<file path="src/rtl/melody_sequencer.sv">
// melody_sequencer: plays a melody stored in an external synchronous ROM.
// Each ROM entry holds {half_period, duration_ticks}. The block fetches an entry,
// plays a square wave with that half-period for duration*TICK_DIV cycles, and
// then moves on to the next entry. A duration of 0 marks the end of the song.
// startPlaying (re)starts the song and key1 stops it.
// Both inputs are asynchronous levels and are synchronized internally.
module melody_sequencer #(
    parameter int TICK_DIV  = 1200000,
    parameter int IDX_W     = 4,
    parameter int NUM_NOTES = 16,
    parameter int HALF_W    = 16,
    parameter int LOOP      = 0
) (
    input  logic              clk12MHz,
    input  logic              reset,
    input  logic              startPlaying,
    input  logic              key1,
    output logic [IDX_W-1:0]  rom_addr,
    input  logic [HALF_W+7:0] rom_data,
    output logic              note,
    output logic              playing,
    output logic              debug
);

    localparam int                TICK_W    = (TICK_DIV > 1) ? $clog2(TICK_DIV) : 1;
    localparam logic [TICK_W-1:0] TICK_LAST = TICK_W'(TICK_DIV - 1);
    localparam logic [IDX_W-1:0]  LAST_ADDR = IDX_W'(NUM_NOTES - 1);

    typedef enum logic [1:0] {
        IDLE  = 2'd0,
        FETCH = 2'd1,
        LOAD  = 2'd2,
        PLAY  = 2'd3
    } state_t;

    state_t state;
    state_t state_next;

    // Bit 0 and bit 1 are the two synchronizer flops, bit 2 is the edge register.
    logic [2:0] start_sync;
    logic [2:0] key_sync;
    logic       start_edge;
    logic       stop_edge;

    logic [HALF_W-1:0] half_reg;
    logic [7:0]        dur_cnt;
    logic [TICK_W-1:0] tick_cnt;
    logic [HALF_W-1:0] tone_cnt;

    logic [IDX_W-1:0]  addr_next;
    logic [HALF_W-1:0] half_next;
    logic [7:0]        dur_next;
    logic [TICK_W-1:0] tick_next;
    logic [HALF_W-1:0] tone_next;
    logic              note_next;
    logic              debug_next;

    logic [HALF_W-1:0] rom_half;
    logic [7:0]        rom_dur;

    assign rom_half   = rom_data[HALF_W+7:8];
    assign rom_dur    = rom_data[7:0];
    assign start_edge = start_sync[1] & ~start_sync[2];
    assign stop_edge  = key_sync[1] & ~key_sync[2];
    assign playing    = (state != IDLE);

    // Bring the button levels into the clock domain and keep one extra flop for edge detection.
    always_ff @(posedge clk12MHz) begin
        if (reset) begin
            start_sync <= 3'b000;
            key_sync   <= 3'b000;
        end else begin
            start_sync <= {start_sync[1:0], startPlaying};
            key_sync   <= {key_sync[1:0], key1};
        end
    end

    // State register.
    always_ff @(posedge clk12MHz) begin
        if (reset) begin
            state <= IDLE;
        end else begin
            state <= state_next;
        end
    end

    // Next state and datapath updates; stop beats start, and start restarts from any state.
    always_comb begin
        state_next = state;
        addr_next  = rom_addr;
        half_next  = half_reg;
        dur_next   = dur_cnt;
        tick_next  = tick_cnt;
        tone_next  = tone_cnt;
        note_next  = note;
        debug_next = debug;

        if (stop_edge) begin
            if (state != IDLE) begin
                state_next = IDLE;
                addr_next  = '0;
                note_next  = 1'b0;
                tick_next  = '0;
                tone_next  = '0;
            end
        end else if (start_edge) begin
            state_next = FETCH;
            addr_next  = '0;
            note_next  = 1'b0;
            tick_next  = '0;
            tone_next  = '0;
        end else begin
            case (state)
                IDLE: begin
                    note_next = 1'b0;
                end

                FETCH: begin
                    state_next = LOAD;
                end

                LOAD: begin
                    if (rom_dur == 8'd0) begin
                        if (LOOP != 0) begin
                            addr_next  = '0;
                            state_next = FETCH;
                        end else begin
                            state_next = IDLE;
                        end
                    end else begin
                        half_next  = rom_half;
                        dur_next   = rom_dur;
                        tick_next  = '0;
                        tone_next  = '0;
                        note_next  = 1'b0;
                        debug_next = ~debug;
                        state_next = PLAY;
                    end
                end

                PLAY: begin
                    if (half_reg == '0) begin
                        note_next = 1'b0;
                    end else if (tone_cnt == (half_reg - HALF_W'(1))) begin
                        note_next = ~note;
                        tone_next = '0;
                    end else begin
                        tone_next = tone_cnt + HALF_W'(1);
                    end

                    if (tick_cnt == TICK_LAST) begin
                        tick_next = '0;
                        if (dur_cnt <= 8'd1) begin
                            dur_next  = 8'd0;
                            note_next = 1'b0;
                            tone_next = '0;
                            if (rom_addr >= LAST_ADDR) begin
                                if (LOOP != 0) begin
                                    addr_next  = '0;
                                    state_next = FETCH;
                                end else begin
                                    state_next = IDLE;
                                end
                            end else begin
                                addr_next  = rom_addr + IDX_W'(1);
                                state_next = FETCH;
                            end
                        end else begin
                            dur_next = dur_cnt - 8'd1;
                        end
                    end else begin
                        tick_next = tick_cnt + TICK_W'(1);
                    end
                end

                default: begin
                    state_next = IDLE;
                end
            endcase
        end
    end

    // Datapath registers: address, latched note entry, counters and outputs.
    always_ff @(posedge clk12MHz) begin
        if (reset) begin
            rom_addr <= '0;
            half_reg <= '0;
            dur_cnt  <= 8'd0;
            tick_cnt <= '0;
            tone_cnt <= '0;
            note     <= 1'b0;
            debug    <= 1'b0;
        end else begin
            rom_addr <= addr_next;
            half_reg <= half_next;
            dur_cnt  <= dur_next;
            tick_cnt <= tick_next;
            tone_cnt <= tone_next;
            note     <= note_next;
            debug    <= debug_next;
        end
    end

endmodule

</file>
<file path="config.mk">
export PLATFORM = sky130hd
export DESIGN_NAME = melody_sequencer
export DESIGN_NICKNAME = d
export VERILOG_FILES = /design/src/rtl/melody_sequencer.sv
export SDC_FILE = /design/constraint.sdc
export NUM_CORES = 1
export LEC_CHECK = 0
export BUFFER_PORTS_ARGS = -buffer_cell sky130_fd_sc_hd__buf_4
export CAP_MARGIN = 10
export CORE_ASPECT_RATIO = 1.4
export CORE_MARGIN = 2
export CORE_UTILIZATION = 40
export DETAILED_ROUTE_END_ITERATION = 8
export MAX_ROUTING_LAYER = met4
export PLACE_DENSITY_LB_ADDON = 0.25
export SLEW_MARGIN = 20
export SYNTH_ARGS = -nofsm -noshare
export SYNTH_HDL_FRONTEND = slang
export SYNTH_SLANG_ARGS = --single-unit
</file>
<file path="constraint.sdc">
create_clock -name clk12MHz -period 2.5 [get_ports clk12MHz]
set_input_delay 0.125 -clock clk12MHz [delete_from_list [all_inputs] [get_ports clk12MHz]]
set_output_delay 0.125 -clock clk12MHz [all_outputs]
set_load 0.005 [all_outputs]
</file>
==> metrics.md <==
| Metric | Value |
|---|---|
| Wirelength per Cell | `13.7 um` |
| Vias in the first global route | `3,547` |
| Yosys warns | `0` |
| Initial DRT Pass Iterations | `6` |
| Critical path class | `reg2reg` |
| Synth cell types | `60` |
| Max Buffers Root-to-Sink | `2` |
| Worst Path Max Fanout | `5` |
| Top cells by instance count after synthesis | `dfxtp_1 (75), nand2_1 (73), nor2_1 (66), a21oi_1 (39)` |
| Overall Global Routing Usage | `19.6%` |
| Total core area | `9900 sq um` |
| WP data arrival | `2660 ps` |
| Synth area leaders | `dfxtp_1 (37%), nand2_1 (6.7%), nor2_1 (6.1%), xor2_1 (5.8%), a21oi_1 (4.8%)` |
| Synthesized flop and latch total | `75` |
| Residual DRC count | `0` |
| Final hold viol count | `0` |
| Layout area overhead | `25.2%` |
| Leakage | `1.99 nW` |
| Syn Inst Count | `521` |
| Share of cells above drive strength 1 | `19.2%` |
| Global route total overflow | `0` |
| Fin crit period | `2410 ps` |
| CTS tree | `done` |
| Clock Skew | `10.7 ps` |
| Max_cap viols | `0` |
| Drt initial violations | `193` |
| Routed vias/inst | `5.34` |
| Unrepaired setup endpoints after global routing | `yes` |
| Vias | `3,837` |
| Critical Path RT | `2750 ps` |
| Final Setup Violations | `0` |
| Later-pin clock latency in the skew report | `350 ps` |
| Slew Limit Fails | `0` |
| Worst VDD drop | `0.000346 V` |
| Status | `finished clean` |
| Fin util | `51.6%` |
| Register area share after synthesis | `36.8%` |
| Nets | `613` |
| Leading cell type by number of instances after synthesis | `dfxtp_1` |
| Rows | `43` |
| Num CTS Buffers | `9` |
| Post-Synthesis Net Count | `555` |
| Diodes inserted | `0` |
| # port buffers | `34` |
| Final Cycle Share | `96.5%` |
| I/O pins | `35` |
| Max FFs per register | `21` |
| Post-synth EDFFs | `0` |
| Worst Tran Pin Value | `597 ps` |
| Initial cell density of the core | `41.2%` |
| Total power per unit cell area | `560 nW/um^2` |
| CTS Sinks | `75` |
| Rel. slew slack | `59.9%` |
| First-pass GRT wire length | `16,400 um` |
| TNS Setup | `0 ps` |
| Root Driver | `clkbuf_16` |
| Dpl hpwl | `7190 um` |
| Synth area leader | `dfxtp_1` |
| F_max | `414 MHz` |
| Synth Cell Area | `4080 sq um` |
| Final hold slack | `28.3 ps` |
| GPL Wtd Cong | `0.925` |
| FFs w/ async S/R, synth | `0%` |
| Power, Total | `2.86 mW` |
| Die span in x | `89.3 um` |
| CP endpoint kind | `register` |
| H-tree depth | `3` |
| Hold Path Class | `in2reg` |
| Main synth FF type | `dfxtp_1` |
| Top-area cell type share of the netlist area | `36.8%` |
| Final WL | `9840 um` |
| Initial antenna violation count | `0` |
| Startpoint types | `register` |
| Detail Route Antenna Nets | `0` |
| Full die area | `11,000 sq um` |
| Pin count of the biggest net entering global routing | `45` |
| Mapped Avg Cell Area | `7.82 sq um` |
| Worst-path clk slew | `60 ps` |
| Die height | `123 um` |
-- cell type report --
cell class / count / area (sq um)
Clock buffer: 10 / 229
Clock inverter: 6 / 65.1
Fill cell: 978 / 4800
Inverter: 14 / 52.6
Multi-Input combinational cell: 410 / 2540
Sequential cell: 75 / 1510
Tap cell: 135 / 169
Timing Repair Buffer: 69 / 542
-- cell usage in the layout, fill, tap and decap left out, types with 7 or more instances in the layout --
cell and n:
a21oi_1 35, a22oi_1 7, and3_1 12, buf_4 62, clkbuf_16 9, dfxtp_1 72
inv_1 11, nand2_1 72, nand3_1 27, nand4_1 12, nor2_1 66, nor2b_1 7
nor3_1 12, o21ai_0 18, xnor2_1 18, xor2_1 27
-- stage by stage --
stage	setup slack (ps)	instance area, sq um	instances
2_1_floorplan	103	4080	521
3_3_place_gp	15.7	4630	697
3_5_place_dp	-13.4	4630	697
4_1_cts	14.0	4950	715
5_1_grt	-48.2	5100	719
6_report	86.7	5100	719
-- repair_timing --
item | CTS | global route
buffers inserted | 0 | 3
gates cloned | 0 | 1
gates resized for setup | 1 | 31
hold endpoints to repair | 2 | 0
pin swaps | 0 | 20
hold buffers | 2 | 0
endpoints found under the setup margin | 2 | 17
-- final timing paths --
check                     start            end  slack (ps)  cells past startpoint
hold reg to reg   start_sync[0]  start_sync[1]         430                      1
setup reg to reg    half_reg[1]   tone_cnt[14]          90                     11
hold / removal     rom_data[18]   half_reg[10]          30                      3
setup / recovery    half_reg[1]   tone_cnt[14]          90                     11
-- critical path, cell delays in order, from the launching register on --
cell and delay [ps]:
dfxtp_2 320, inv_2 60, ha_4 130, or3b_4 410
xnor2_2 140, a31o_1 230, a32oi_2 290, a211oi_2 140
a31oi_4 270, buf_6 170, nand3_1 90, o311ai_2 90
-- cells by family (layout without fill, tap and decap cells) --
kind of cell,count (synthesis),in the layout,synth area share [%]
flip-flops,75,75,36.8
adder cells (fa/ha/maj),6,6,1.84
AO/OA/AOI/OAI,108,108,16.8
XOR/XNOR,47,47,10.1
buffers and inverters,36,99,3.62
multiplexers,5,5,1.23
AND/OR/NAND/NOR,244,244,29.6
-- power by group --
group	switching [mW]	internal, mW	total [mW]
clock network	0.507	0.774	1.28
logic	0.185	0.161	0.346
registers	0.0193	1.21	1.23
-- per-layer routing --
layer  global-route usage (%)  routed length (um)
met5                        -                   0
met2                     31.8                4980
met3                     3.27                 294
met4                     9.33                 233
met1                     23.4                4330
No activity file was read; power rests on OpenSTA's default activity.
